[src/rtl/tick_wave_gen_pkg.sv]
// Shared encodings for the tick-driven waveform generator.
package tick_wave_gen_pkg;

  // Output shape selection, as written through mode_in.
  typedef enum logic [1:0] {
    MODE_SAW  = 2'd0,
    MODE_SQR  = 2'd1,
    MODE_TRI  = 2'd2,
    MODE_ISAW = 2'd3
  } mode_t;

  // Controller states: IDLE until the first configuration is taken, then RUN.
  typedef enum logic {
    ST_IDLE = 1'b0,
    ST_RUN  = 1'b1
  } state_t;

endpackage

[src/rtl/tick_wave_gen_shaper.sv]
// Combinational phase-to-sample shaping; the parent registers the result.
module wave_shaper
  import tick_wave_gen_pkg::*;
#(
  parameter int PHASE_W = 16,
  parameter int OUT_W   = 8
) (
  input  logic [PHASE_W-1:0] phase,
  input  logic [1:0]         mode,
  output logic [OUT_W-1:0]   sample
);

  logic             msb;
  logic [OUT_W-1:0] saw;
  logic [OUT_W-1:0] tri_t;
  logic             unused_phase_bits;

  assign msb   = phase[PHASE_W-1];
  assign saw   = phase[PHASE_W-1 -: OUT_W];
  assign tri_t = phase[PHASE_W-2 -: OUT_W];

  // The low phase bits only provide fractional resolution and never reach the sample.
  assign unused_phase_bits = ^phase;

  // Select the shape; the triangle folds the second half of the cycle downwards.
  always_comb begin
    sample = '0;
    case (mode_t'(mode))
      MODE_SAW:  sample = saw;
      MODE_SQR:  sample = msb ? '0 : '1;
      MODE_TRI:  sample = msb ? ~tri_t : tri_t;
      MODE_ISAW: sample = ~saw;
      default:   sample = '0;
    endcase
  end

endmodule

[src/rtl/tick_wave_gen.sv]
// Phase-accumulator waveform generator advanced by divider ticks. Step and
// mode changes are staged in a shadow register and only take effect at a
// phase wrap (or immediately while the step is zero), keeping frequency
// changes glitch-free.
module tick_wave_gen
  import tick_wave_gen_pkg::*;
#(
  parameter int PHASE_W = 16,
  parameter int OUT_W   = 8
) (
  input  logic               clk,
  input  logic               rst,
  input  logic               tick,
  input  logic [PHASE_W-1:0] step_in,
  input  logic [1:0]         mode_in,
  input  logic               step_load,
  output logic [OUT_W-1:0]   sample,
  output logic               sample_valid,
  output logic               wrap,
  output logic               busy
);

  state_t             state;
  state_t             state_nxt;

  logic [PHASE_W-1:0] phase;
  logic [PHASE_W-1:0] act_step;
  logic [1:0]         act_mode;
  logic [PHASE_W-1:0] pend_step;
  logic [1:0]         pend_mode;
  logic               pend_valid;

  logic [PHASE_W:0]   sum;
  logic               carry;
  logic [PHASE_W-1:0] new_phase;
  logic [OUT_W-1:0]   shaped;

  logic               enter_run;
  logic               run_tick;
  logic               apply_cfg;

  assign sum       = {1'b0, phase} + {1'b0, act_step};
  assign carry     = sum[PHASE_W];
  assign new_phase = sum[PHASE_W-1:0];

  // Shape is computed from the advanced phase with the currently active mode,
  // so an applying tick still emits a sample built from the old config.
  wave_shaper #(
    .PHASE_W (PHASE_W),
    .OUT_W   (OUT_W)
  ) u_shaper (
    .phase  (new_phase),
    .mode   (act_mode),
    .sample (shaped)
  );

  // State register.
  always_ff @(posedge clk) begin
    if (!rst) state <= ST_IDLE;
    else      state <= state_nxt;
  end

  // Next-state logic plus per-cycle control strobes for the datapath.
  always_comb begin
    state_nxt = state;
    enter_run = 1'b0;
    run_tick  = 1'b0;
    apply_cfg = 1'b0;
    case (state)
      ST_IDLE: begin
        if (tick && pend_valid) begin
          state_nxt = ST_RUN;
          enter_run = 1'b1;
          apply_cfg = 1'b1;
        end
      end
      ST_RUN: begin
        if (tick) begin
          run_tick = 1'b1;
          if (carry || (act_step == '0)) apply_cfg = 1'b1;
        end
      end
      default: state_nxt = ST_IDLE;
    endcase
  end

  // Phase, sample registers and the shadow/active configuration pair.
  always_ff @(posedge clk) begin
    if (!rst) begin
      phase        <= '0;
      act_step     <= '0;
      act_mode     <= '0;
      pend_step    <= '0;
      pend_mode    <= '0;
      pend_valid   <= 1'b0;
      sample       <= '0;
      sample_valid <= 1'b0;
      wrap         <= 1'b0;
    end else begin
      sample_valid <= 1'b0;
      wrap         <= 1'b0;

      if (enter_run) phase <= '0;

      if (run_tick) begin
        phase        <= new_phase;
        sample       <= shaped;
        sample_valid <= 1'b1;
        wrap         <= carry;
      end

      if (apply_cfg) begin
        if (step_load) begin
          act_step   <= step_in;
          act_mode   <= mode_in;
          pend_valid <= 1'b0;
        end else if (pend_valid) begin
          act_step   <= pend_step;
          act_mode   <= pend_mode;
          pend_valid <= 1'b0;
        end
      end else if (step_load) begin
        pend_step  <= step_in;
        pend_mode  <= mode_in;
        pend_valid <= 1'b1;
      end
    end
  end

  assign busy = pend_valid;

endmodule
[config.mk]
export PLATFORM = sky130hd
export DESIGN_NAME = tick_wave_gen
export DESIGN_NICKNAME = d
export VERILOG_FILES = /design/src/rtl/tick_wave_gen_pkg.sv /design/src/rtl/tick_wave_gen_shaper.sv /design/src/rtl/tick_wave_gen.sv
export SDC_FILE = /design/constraint.sdc
export NUM_CORES = 1
export LEC_CHECK = 0
export ABC_AREA = 1
export CORE_ASPECT_RATIO = 0.5
export CORE_UTILIZATION = 40
export DETAILED_ROUTE_END_ITERATION = 10
export PLACE_DENSITY = 0.55
export SYNTH_ARGS = -nofsm -noshare
export SYNTH_HDL_FRONTEND = slang
export SYNTH_HIERARCHICAL = 1
export SYNTH_SLANG_ARGS = --single-unit
[constraint.sdc]
create_clock -name clk -period 2.6 [get_ports clk]
set_input_delay 0.52 -clock clk [delete_from_list [all_inputs] [get_ports clk]]
set_output_delay 0.52 -clock clk [all_outputs]
set_load 0.1 [all_outputs]
==> impl_metrics.json, run 1 <==
{
  "min_path_type": "reg2reg",
  "routed_via_density": 4.57,
  "critPathRequiredTime_ps": 2820,
  "synth_compound_gate_area_share_pct": 8.58,
  "fin_skew_ps": 9.44,
  "outcome": "completed",
  "finalNetCount": 698,
  "synth-seq-cells": 64,
  "max_freq_mhz": 427,
  "p_seq_share_pct": 33.4,
  "io_pins": 33,
  "first_pass_grt_wire_length_um": 15300,
  "num_vias": 3650,
  "nFillCells": 1048,
  "remaining_drc_errors": 0,
  "ys_dominant_reg_cell": "sky130_fd_sc_hd__dfxtp_1",
  "clock_tree_from_tritoncts": "built",
  "setup_ws_ps": 258,
  "start_kind": "flip-flop",
  "worst_setup_hold_path_clk_slew_ps": 60,
  "chipWidth_um": 142,
  "die_area_sq_um": 10200,
  "drt-pass1-iter-count": 4,
  "via_count_of_the_first_global_routing_pass": 3083,
  "switching_power_mw": 1.27,
  "route.layer.met1.wl_um": 5290,
  "finalCritPeriodShare_pct": 90.1,
  "power_density_nw_per_um2": 775,
  "synthesized_nets": 668,
  "synthCells": 629,
  "synthArstFlopShare_pct": 0,
  "dp.final_hpwl_um": 6790,
  "wl_met2_um": 3800,
  "cts-buffers-inserted": 9,
  "insertion_delay_ps": 330,
  "grt.overflow.total": 0,
  "synth.cell_area_sq_um": 3920,
  "crit_arrival_ps": 2570,
  "fp-row-count": 25,
  "syn_avg_cell_area_sq_um": 6.24,
  "timing.critical_path.to_type": "flip-flop",
  "critPathKind": "reg2reg",
  "timing.final.hold_violations": 0,
  "fin_total_pwr_mw": 3.61,
  "design.core.area_sq_um": 9480,
  "synth.mux.area_fraction_pct": 0,
  "rsz0062_at_grt": "false",
  "ff2ff_setup_slack_ps": 260,
  "switching_share_pct": 35.2,
  "synth_simple_gate_area_share_pct": 40.9,
  "layout-drive-gt1-share_pct": 10.1,
  "combinational_family_with_the_most_area_after_synthesis": "simple AND/OR/NAND/NOR gates",
  "syn_to_final_growth_pct": 18.8,
  "length_of_routed_met3_wiring_um": 423,
  "holdWs_ps": 471,
  "power.share.clock_pct": 37.1,
  "worstPathMaxFanout": 3,
  "wire_per_inst_um": 11.9,
  "buffer_ports.inserted": 32,
  "finalWirelength_um": 9550,
  "global_route.usage.total_pct": 19.4,
  "grt_start_max_net_pins": 48,
  "detailedRoute.firstIterationViolations": 170,
  "cts_root_buffer": "sky130_fd_sc_hd__clkbuf_16",
  "synth-seq-area-share_pct": 32.7,
  "comb_power_share_pct": 29.5,
  "synth_cell_types": 34,
  "number_of_synthesized_flops_with_an_enable_pin": 0,
  "relSlewSlack_pct": 59.5,
  "number_of_pins_with_negative_max_slew_slack_in_the_final_report": 0,
  "cts.sink_count": 64,
  "power_leakage_nw": 2.37,
  "vdd_drop_max_mv": 0.320,
  "diodes": 0,
  "fin_crit_ps": 2340,
  "fp.dieH_um": 72.0,
  "antenna_left": 0,
  "synth-xor-area-share_pct": 1.79,
  "report.final.setup_viol": 0,
  "floorplan.initialDensity_pct": 41.4,
  "preCtsSetupSlack_ps": 142,
  "ctsHtreeMaxLevel": 3,
  "setup_total_negative_slack_ps": 0,
  "clock_tree.buffer_depth": 2,
  "synthAdderAreaFrac_pct": 5.61,
  "fin_util_pct": 49.2,
  "ys.warnings.count": 6,
  "worst_slew_pin_slew_ps": 606,
  "grt_antenna_before_repair": 0,
  "highest_layer": "met4",
  "gp_routability_congestion": 0.930,
  "internal-power_mw": 2.34,
  "maxCapViolations": 0
}
==> Yosys cell counts, types with 2 or more instances <==
cell type | instances | area (sq um)
sky130_fd_sc_hd__buf_4 | 2 | 15.0
sky130_fd_sc_hd__inv_2 | 5 | 18.8
sky130_fd_sc_hd__a32o_1 | 2 | 20.0
sky130_fd_sc_hd__nand3b_1 | 3 | 22.5
sky130_fd_sc_hd__nand4_1 | 11 | 68.8
sky130_fd_sc_hd__and2_1 | 6 | 37.5
sky130_fd_sc_hd__o21ai_0 | 28 | 140
sky130_fd_sc_hd__a21oi_1 | 26 | 130
sky130_fd_sc_hd__inv_1 | 70 | 263
sky130_fd_sc_hd__nor2_2 | 2 | 12.5
sky130_fd_sc_hd__buf_6 | 4 | 45.0
sky130_fd_sc_hd__xor2_1 | 8 | 70.1
sky130_fd_sc_hd__buf_2 | 3 | 15.0
sky130_fd_sc_hd__dfxtp_1 | 64 | 1280
sky130_fd_sc_hd__nor2_1 | 117 | 439
sky130_fd_sc_hd__nand2_1 | 200 | 751
sky130_fd_sc_hd__nand3_2 | 2 | 20.0
sky130_fd_sc_hd__clkbuf_1 | 11 | 41.3
sky130_fd_sc_hd__ha_1 | 16 | 200
sky130_fd_sc_hd__nand2_2 | 13 | 81.3
sky130_fd_sc_hd__nand3_1 | 23 | 115
==> state kept, by name, indices dropped and copies added, names as in the netlist <==
signal	flops
busy	1
sample	8
act_mode	2
sample_valid	1
pend_step	16
phase	16
state	1
wrap	1
act_step	16
pend_mode	2
==> timing repair <==
item                       CTS  global route
hold buffers                 0             0
setup buffers                0             0
gates resized for setup      0             4
setup endpoints to repair    0             8
==> layer usage <==
layer | GRT usage [%] | up-vias
met3 | 4.49 | 4
met2 | 27.5 | 70
met5 | 0 | -
met1 | 29.2 | 1570
met4 | 5.02 | 0
li1 | - | 2006
==> power by group through the flow <==
| stage | logic (mW) | registers, mW | clock network (mW) |
|---|---|---|---|
| 6_report | 1.07 | 1.20 | 1.34 |
| 5_1_grt | 1.21 | 1.22 | 1.42 |
| 4_1_cts | 1.06 | 1.20 | 1.37 |
| 3_5_place_dp | 1.06 | 1.22 | 0 |
| 3_3_place_gp | 1.06 | 1.22 | 0 |
| 2_1_floorplan | 0.779 | 1.27 | 0 |
==> critical path: stages (launching register included) <==
cell,delay (ps)
sky130_fd_sc_hd__dfxtp_1,320
sky130_fd_sc_hd__ha_1,220
sky130_fd_sc_hd__fa_1,400
sky130_fd_sc_hd__nand2_1,110
sky130_fd_sc_hd__nand2_1,90
sky130_fd_sc_hd__nand3_1,100
sky130_fd_sc_hd__nand2_2,100
sky130_fd_sc_hd__nand2_1,100
sky130_fd_sc_hd__nand4_1,100
sky130_fd_sc_hd__and2_1,220
sky130_fd_sc_hd__inv_1,80
sky130_fd_sc_hd__nand2_1,50
sky130_fd_sc_hd__nand3_1,90
sky130_fd_sc_hd__nand4_1,70
sky130_fd_sc_hd__o21ai_1,140
sky130_fd_sc_hd__nor2_1,50
==> cells by family after synthesis <==
family	after synthesis
fa+ha+maj	17
simple gates	382
compound gates	61
flops	64
buf+inv	97
xor+xnor	8
==> worst paths after layout <==
| kind | to | cells after the start | startpoint |
|---|---|---|---|
| worst max-delay path | sample[5] | 15 | act_step[0] |
| worst min-delay path | phase[4] | 2 | phase[4] |
| worst max register to register | sample[5] | 15 | act_step[0] |
| worst min register to register | phase[4] | 2 | phase[4] |
==> metrics by stage <==
| step | cell area (sq um) | instances |
|---|---|---|
| 6_report | 4660 | 799 |
| 5_1_grt | 4660 | 799 |
| 4_1_cts | 4650 | 799 |
| 3_5_place_dp | 4320 | 783 |
| 3_3_place_gp | 4320 | 783 |
| 2_1_floorplan | 3920 | 629 |
==> final cells by class <==
type	count	area, sq um	area share, %
clock inverters	6	92.6	1.99
well taps	135	169	3.63
multi-input cells	468	2240	48.1
inverters	77	293	6.28
clock buffers	10	239	5.13
flip-flops and latches	64	1280	27.5
repair buffers	39	345	7.41
==> cell usage in the layout, fill, tap and decap left out, types with 3 or more instances in the layout <==
cell                                n
sky130_fd_sc_hd__nand2_1          199
sky130_fd_sc_hd__nor2_1           117
sky130_fd_sc_hd__inv_1             70
sky130_fd_sc_hd__dfxtp_1           64
sky130_fd_sc_hd__o21ai_0           27
sky130_fd_sc_hd__a21oi_1           25
sky130_fd_sc_hd__nand3_1           23
sky130_fd_sc_hd__clkdlybuf4s50_1   21
sky130_fd_sc_hd__buf_4             18
sky130_fd_sc_hd__ha_1              16
sky130_fd_sc_hd__nand2_2           14
sky130_fd_sc_hd__nand4_1           11
sky130_fd_sc_hd__clkbuf_16          9
sky130_fd_sc_hd__xor2_1             8
sky130_fd_sc_hd__inv_2              5
sky130_fd_sc_hd__and2_1             5
sky130_fd_sc_hd__nand3b_1           3
No activity file was read; power rests on OpenSTA's default activity.
==> inputs of run 2 (changes only) <==
--- a/config.mk
+++ b/config.mk
@@ -14,3 +14,4 @@
 export SYNTH_HDL_FRONTEND = slang
 export SYNTH_HIERARCHICAL = 1
 export SYNTH_SLANG_ARGS = --single-unit
+export TNS_END_PERCENT = 5
==> results of run 2 <==
The final DEF is identical to that of run 1; final timing and power are the same.
